**config.mk**
```make
export PLATFORM = sky130hd
export DESIGN_NAME = avalon_xbar
export DESIGN_NICKNAME = d
export VERILOG_FILES = /design/src/rtl/avalon_xbar_pkg.sv /design/src/rtl/avalon_xbar_arb.sv /design/src/rtl/avalon_xbar.sv
export SDC_FILE = /design/constraint.sdc
export NUM_CORES = 1
export LEC_CHECK = 0
export CAP_MARGIN = 10
export CORE_AREA = 2 2 364 366
export DETAILED_ROUTE_END_ITERATION = 7
export DIE_AREA = 0 0 366 368
export GPL_TIMING_DRIVEN = 0
export HOLD_SLACK_MARGIN = 0.15
export PLACE_DENSITY_LB_ADDON = 0.05
export SYNTH_ARGS = -nofsm -noshare
export SYNTH_HDL_FRONTEND = slang
export SYNTH_SLANG_ARGS = --single-unit
```
**constraint.sdc**
```tcl
create_clock -name clk -period 6.8 [get_ports clk]
set_input_delay 0.68 -clock clk [delete_from_list [all_inputs] [get_ports clk]]
set_output_delay 0.68 -clock clk [all_outputs]
set_load 0.05 [all_outputs]
```
**src/rtl/avalon_xbar_pkg.sv**
```systemverilog
// Shared SoC definitions for the Avalon crossbar: arbitration encodings, the
// decode-error read pattern, request/response bundles and the round-robin step.
package avalon_xbar_pkg;

  localparam int unsigned ARB_RR    = 0;
  localparam int unsigned ARB_FIXED = 1;

  localparam logic [31:0] DECODE_ERR_DATA = 32'hDEAD_BEEF;

  typedef struct packed {
    logic        read;
    logic        write;
    logic [31:0] address;
    logic [31:0] writedata;
    logic [3:0]  byte_enable;
  } avalon_req_t;

  typedef struct packed {
    logic [31:0] readdata;
    logic        waitrequest;
  } avalon_resp_t;

  function automatic int unsigned rr_next(input int unsigned idx, input int unsigned n);
    return (idx + 1) % n;
  endfunction

endpackage

```
**src/rtl/avalon_xbar_arb.sv**
```systemverilog
// Per-slave arbiter: picks a master combinationally when idle and locks the grant
// while the slave stalls, so a stalled transfer is never re-arbitrated.
module avalon_xbar_arb
  import avalon_xbar_pkg::*;
#(
  parameter int unsigned NUM_MASTER = 3,
  parameter int unsigned ARB_MODE   = ARB_RR
) (
  input  logic                  clk,
  input  logic                  rst,
  input  logic [NUM_MASTER-1:0] req,
  input  logic                  s_waitrequest,
  output logic [NUM_MASTER-1:0] sel
);

  localparam int unsigned PW = (NUM_MASTER > 1) ? $clog2(NUM_MASTER) : 1;

  typedef enum logic {StIdle, StLocked} state_t;

  state_t                state;
  logic [NUM_MASTER-1:0] grant;
  logic [NUM_MASTER-1:0] winner;
  logic [PW-1:0]         ptr;
  logic [PW-1:0]         win_idx;
  logic [PW-1:0]         gnt_idx;
  logic                  found;

  always_comb begin
    int unsigned idx;
    winner  = '0;
    win_idx = '0;
    gnt_idx = '0;
    found   = 1'b0;
    idx     = 0;
    for (int unsigned k = 0; k < NUM_MASTER; k++) begin
      idx = (ARB_MODE == ARB_FIXED) ? k : (32'(ptr) + k) % NUM_MASTER;
      if (!found && req[idx]) begin
        found       = 1'b1;
        winner[idx] = 1'b1;
        win_idx     = PW'(idx);
      end
    end
    for (int unsigned k = 0; k < NUM_MASTER; k++) begin
      if (grant[k]) gnt_idx = PW'(k);
    end
    // A locked grant whose master dropped its request forwards nothing.
    sel = (state == StLocked) ? (grant & req) : winner;
  end

  always_ff @(posedge clk or posedge rst) begin
    if (rst) begin
      state <= StIdle;
      grant <= '0;
      ptr   <= '0;
    end else begin
      unique case (state)
        StIdle: begin
          if (found) begin
            if (s_waitrequest) begin
              state <= StLocked;
              grant <= winner;
            end else if (ARB_MODE == ARB_RR) begin
              ptr <= PW'(rr_next(32'(win_idx), NUM_MASTER));
            end
          end
        end
        StLocked: begin
          if (~|(grant & req)) begin
            state <= StIdle;
            grant <= '0;
          end else if (!s_waitrequest) begin
            state <= StIdle;
            grant <= '0;
            if (ARB_MODE == ARB_RR) ptr <= PW'(rr_next(32'(gnt_idx), NUM_MASTER));
          end
        end
        default: begin
          state <= StIdle;
          grant <= '0;
        end
      endcase
    end
  end

endmodule

```
**src/rtl/avalon_xbar.sv**
```systemverilog
// Avalon-MM crossbar with address decode and one arbiter per slave.
// AVALON_XBAR_DECODE_ERR_EN: unmapped accesses return DEADBEEF and pulse decode_err.
module avalon_xbar
  import avalon_xbar_pkg::*;
#(
  parameter int unsigned             NUM_MASTER = 3,
  parameter int unsigned             NUM_SLAVE  = 6,
  parameter logic [NUM_SLAVE*32-1:0] SLV_BASE   = '0,
  parameter logic [NUM_SLAVE*32-1:0] SLV_MASK   = '0,
  parameter int unsigned             ARB_MODE   = ARB_RR
) (
  input  logic                    clk,
  input  logic                    rst,
  input  logic [NUM_MASTER-1:0]   m_read,
  input  logic [NUM_MASTER-1:0]   m_write,
  input  logic [NUM_MASTER*32-1:0] m_address,
  input  logic [NUM_MASTER*32-1:0] m_writedata,
  input  logic [NUM_MASTER*4-1:0] m_byte_enable,
  output logic [NUM_MASTER*32-1:0] m_readdata,
  output logic [NUM_MASTER-1:0]   m_waitrequest,
  output logic [NUM_SLAVE-1:0]    s_read,
  output logic [NUM_SLAVE-1:0]    s_write,
  output logic [NUM_SLAVE*32-1:0] s_address,
  output logic [NUM_SLAVE*32-1:0] s_writedata,
  output logic [NUM_SLAVE*4-1:0]  s_byte_enable,
  input  logic [NUM_SLAVE*32-1:0] s_readdata,
  input  logic [NUM_SLAVE-1:0]    s_waitrequest,
  output logic [NUM_MASTER-1:0]   decode_err
);

  localparam int unsigned SW = (NUM_SLAVE > 1) ? $clog2(NUM_SLAVE) : 1;

  avalon_req_t           mreq    [NUM_MASTER];
  avalon_resp_t          mresp   [NUM_MASTER];
  logic [NUM_MASTER-1:0] req;
  logic [NUM_MASTER-1:0] mapped;
  logic [SW-1:0]         hit_idx [NUM_MASTER];
  logic [NUM_MASTER-1:0] slv_req [NUM_SLAVE];
  logic [NUM_MASTER-1:0] sel     [NUM_SLAVE];
  logic [NUM_MASTER-1:0] fwd;

  // Scan slaves from the top down so the lowest-index hit is the one kept.
  always_comb begin
    for (int m = 0; m < NUM_MASTER; m++) begin
      mreq[m] = '{read:        m_read[m],
                  write:       m_write[m],
                  address:     m_address[m*32 +: 32],
                  writedata:   m_writedata[m*32 +: 32],
                  byte_enable: m_byte_enable[m*4 +: 4]};
      req[m]     = m_read[m] | m_write[m];
      mapped[m]  = 1'b0;
      hit_idx[m] = '0;
      for (int i = int'(NUM_SLAVE) - 1; i >= 0; i--) begin
        if ((mreq[m].address & SLV_MASK[i*32 +: 32]) == SLV_BASE[i*32 +: 32]) begin
          mapped[m]  = 1'b1;
          hit_idx[m] = SW'(i);
        end
      end
    end
    for (int i = 0; i < NUM_SLAVE; i++) begin
      for (int m = 0; m < NUM_MASTER; m++) begin
        slv_req[i][m] = req[m] & mapped[m] & (hit_idx[m] == SW'(i));
      end
    end
  end

  for (genvar i = 0; i < NUM_SLAVE; i++) begin : g_arb
    avalon_xbar_arb #(
      .NUM_MASTER(NUM_MASTER),
      .ARB_MODE  (ARB_MODE)
    ) u_arb (
      .clk          (clk),
      .rst          (rst),
      .req          (slv_req[i]),
      .s_waitrequest(s_waitrequest[i]),
      .sel          (sel[i])
    );
  end

  always_comb begin
    s_read        = '0;
    s_write       = '0;
    s_address     = '0;
    s_writedata   = '0;
    s_byte_enable = '0;
    decode_err    = '0;
    fwd           = '0;
    for (int m = 0; m < NUM_MASTER; m++) begin
      mresp[m] = '{readdata: 32'h0, waitrequest: rst};
    end
    if (!rst) begin
      for (int i = 0; i < NUM_SLAVE; i++) begin
        for (int m = 0; m < NUM_MASTER; m++) begin
          if (sel[i][m]) begin
            s_read[i]               = mreq[m].read;
            s_write[i]              = mreq[m].write;
            s_address[i*32 +: 32]   = mreq[m].address;
            s_writedata[i*32 +: 32] = mreq[m].writedata;
            s_byte_enable[i*4 +: 4] = mreq[m].byte_enable;
            mresp[m].readdata       = s_readdata[i*32 +: 32];
            mresp[m].waitrequest    = s_waitrequest[i];
            fwd[m]                  = 1'b1;
          end
        end
      end
      for (int m = 0; m < NUM_MASTER; m++) begin
        if (req[m] && !fwd[m]) begin
          if (mapped[m]) mresp[m].waitrequest = 1'b1;
`ifdef AVALON_XBAR_DECODE_ERR_EN
          else begin
            mresp[m].readdata = DECODE_ERR_DATA;
            decode_err[m]     = 1'b1;
          end
`endif
        end
      end
    end
  end

  always_comb begin
    for (int m = 0; m < NUM_MASTER; m++) begin
      m_readdata[m*32 +: 32] = mresp[m].readdata;
      m_waitrequest[m]       = mresp[m].waitrequest;
    end
  end

endmodule

```
==> results.sh <==
export IMPL_port_buffers=413
export IMPL_r2r_start="g_arb[0].u_arb.ptr[0]"
export IMPL_overflow=0
export IMPL_ir_worst_vdd_v=0.0001961
export IMPL_ys_flop_type="dfrtp_1"
export IMPL_fp_row_count=133
export IMPL_reg2reg_to="g_arb[0].u_arb.ptr[0]"
export IMPL_die_h_um=368
export IMPL_required_ns=6.12
export IMPL_relSlewSlack_pct=27.53
export IMPL_synthArstFlopShare_pct=100.0
export IMPL_grt_max_degree=16
export IMPL_path_clk_slew_ns=0.03
export IMPL_hold_end="g_arb[0].u_arb.grant[0]"
export IMPL_grt_pass1_wl_um=70850
export IMPL_finish_utilization_pct=10.21
export IMPL_min_path_cells=2
export IMPL_worst_pin_slew_ns=1.087
export IMPL_syn_inst=917
export IMPL_drv_slew=0
export IMPL_met2WireLength_um=26960
export IMPL_fin_crit_ns=6.032
export IMPL_routed_via_density=2.295
export IMPL_synth_edff_count=0
export IMPL_synth_seq_cells=6
export IMPL_min_path_type="reg -> reg"
export IMPL_combPwrFrac_pct=96.9
export IMPL_grt_antenna_before_repair=22
export IMPL_rsz0062_at_grt="no"
export IMPL_drive_above_1_share_pct=23.56
export IMPL_syn_to_final_growth_pct=137.9
export IMPL_drt_met1_wl_um=20730
export IMPL_design_core_area_sq_mm=0.1308
export IMPL_seqPwrFrac_pct=1.2
export IMPL_cap_violations=0
export IMPL_p_leak_nw=5.687
export IMPL_finalHoldViolCount=0
export IMPL_end_kind="output pin"
export IMPL_crit_type="in -> out"
export IMPL_num_vias=7909
export IMPL_cts_sinks=6
export IMPL_boundaryPins=932
export IMPL_skew_ns=0.001253
export IMPL_clockBufferDepth=2
export IMPL_critPathMaxFanout=12
export IMPL_die_area_sq_mm=0.1347
export IMPL_place_gp_congestion=0.6994
export IMPL_fin_crit_sh_pct=88.71
export IMPL_synthTopCellsByArea="buf_4 47%, a31oi_1 7.8%, nand2_1 7.6%"
export IMPL_fin_area_sq_mm=0.01336
export IMPL_cts_tree="yes"
export IMPL_synth_top_area_share_pct=47.47
export IMPL_root_buffer="clkbuf_16"
export IMPL_dp_cells=3437
export IMPL_wl_met3_um=6474
export IMPL_hold_buffers=0
export IMPL_ys_seq_area_share_pct=2.674
export IMPL_start_util_pct=4.292
export IMPL_cts_max_level=1
export IMPL_min_delay_start="g_arb[0].u_arb.grant[0]"
export IMPL_setup_viol=0
export IMPL_netSwitchingPower_w=0.003688
export IMPL_syn_area_sq_mm=0.005614
export IMPL_powerDensity_mw_per_mm2=391.0
export IMPL_fin_nets=2102
export IMPL_dr_pass1_iters=4
export IMPL_fmax_mhz=165.8
export IMPL_seq_area_sq_um=150.1
export IMPL_hpwl_um=48460
export IMPL_highest_layer="met5"
export IMPL_internal_power_w=0.001533
export IMPL_synth_warnings=0
export IMPL_p_sw_share_pct=70.64
export IMPL_placed_area_sq_mm=0.01327
export IMPL_r2r_cells=11
export IMPL_yosysTopAreaCell="buf_4"
export IMPL_drtIter0Drc=196
export IMPL_fillers=15491
export IMPL_multi_input_area_sq_mm=0.003749
export IMPL_cp_arrival_ns=5.35
export IMPL_tns_ns=0
export IMPL_synth_most_common_cell="buf_4"
export IMPL_postCtsSetupRepairBufs=0
export IMPL_avgRoutedWirePerCell_um=15.85
export IMPL_ant_nets=0
export IMPL_clk_latency_ns=0.23
export IMPL_clock_power_share_pct=1.8
export IMPL_timing_hold_ws_ns=0.5845
export IMPL_ff2ff_setup_slack_ns=4.25
export IMPL_wirelength_um=54610
export IMPL_grt_usage_pct=7.575
export IMPL_syn_area_per_cell_sq_um=6.122
export IMPL_start_kind="input port"
export IMPL_instances_no_fill=3446
export IMPL_cts_resized=0
export IMPL_status="finished, final reports clean"
export IMPL_drc=0
export IMPL_die_x_um=366
export IMPL_synth_common_cells="355 x buf_4, 114 x nand2_1, 103 x nor2_1, 80 x o21ai_0, 72 x nand3_1"
export IMPL_grt_pass1_vias=7851
export IMPL_numCtsBuffers=3
export IMPL_ys_types=43
-- power by group through the flow --
stage | logic (W) | registers [W] | clock network (W)
after floorplan | 0.00318 | 0.0000589 | 0
after global placement | 0.00528 | 0.0000658 | 0
after detailed placement | 0.00524 | 0.0000654 | 0
after CTS | 0.00525 | 0.0000650 | 0.0000970
after global routing | 0.00545 | 0.0000671 | 0.0000995
final | 0.00506 | 0.0000647 | 0.0000955
-- routing by layer --
metal | GRT usage, % | vias to the layer above
met4 | 0.7123 | 34
met5 | 0 | -
li1 | - | 3885
met2 | 13.55 | 458
met1 | 8.205 | 3491
met3 | 3.856 | 41
-- area by class of cell --
class / count / share of cell area, %
sequential: 6 / 1.124
multi-input combinational: 841 / 28.07
buffer: 414 / 22.51
antenna: 6 / 0.1124
inverter: 8 / 0.2248
timing repair buffer: 413 / 30.95
clock buffer: 3 / 0.5621
tap: 1755 / 16.44
-- worst max-delay path, cell delays in order --
cell,delay (ns)
clkdlybuf4s50_1,0.63
nor3_1,0.32
a211o_1,0.18
a21boi_2,0.33
o2bb2ai_1,0.19
a21oi_1,0.58
buf_2,0.62
buf_2,0.36
nand3_1,0.11
a31oi_1,0.35
clkdlybuf4s50_1,0.96
-- sequential cells by signal (all words and copies together), names as in the netlist --
| signal | cells |
|---|---|
| g_arb.u_arb.grant | 3 |
| g_arb.u_arb.ptr | 2 |
| g_arb.u_arb.state | 1 |
-- logic make-up after synthesis --
logic type               count (synthesis)  synth area share, %
buffers and inverters                  422                54.09
AND/OR/NAND/NOR                        304                22.53
AO/OA/AOI/OAI                          174                18.56
flip-flops                               6                2.674
multiplexers                             5               0.9583
adder cells (fa/ha/maj)                  5                1.114
other                                    1              0.06680
-- how the worst max path moves through the flow --
stage	start	endpoint	slack, ns	cells past startpoint
floorplan	g_arb[0].u_arb.ptr[0]	s_writedata[10]	2.91	10
global placement	m_read[0]	s_writedata[23]	0.65	11
detailed placement	m_read[1]	s_writedata[23]	0.58	11
CTS	m_read[1]	s_writedata[23]	0.56	11
global route	m_read[0]	s_writedata[21]	0.32	11
finish	m_write[0]	s_writedata[19]	0.77	11
-- cell usage in the layout, fill, tap and decap left out, types with 2 or more instances in the layout --
cell type,instances
clkdlybuf4s50_1,413
or2_2,3
clkbuf_1,29
buf_1,3
nor3_1,4
a21o_1,2
nor2b_1,2
nand3_1,72
clkbuf_4,2
a21oi_1,5
mux2i_1,2
dfrtp_1,6
buf_2,11
nor2_1,103
o21a_1,2
nand2_1,114
diode_2,6
inv_1,7
clkbuf_16,3
a31oi_1,70
conb_1,353
ha_1,5
buf_4,355
nor2_2,2
o21ai_0,80
buf_6,13
mux2_2,3
o211ai_1,3
-- through the flow --
step           setup WS (ns)  power (W)
5_1_grt               0.3217   0.005614
2_1_floorplan          2.912   0.003235
3_3_place_gp          0.6465   0.005350
3_5_place_dp          0.5807   0.005307
4_1_cts               0.5619   0.005416
6_report              0.7678   0.005221
Note: power is estimated with default switching activity, not from simulation.
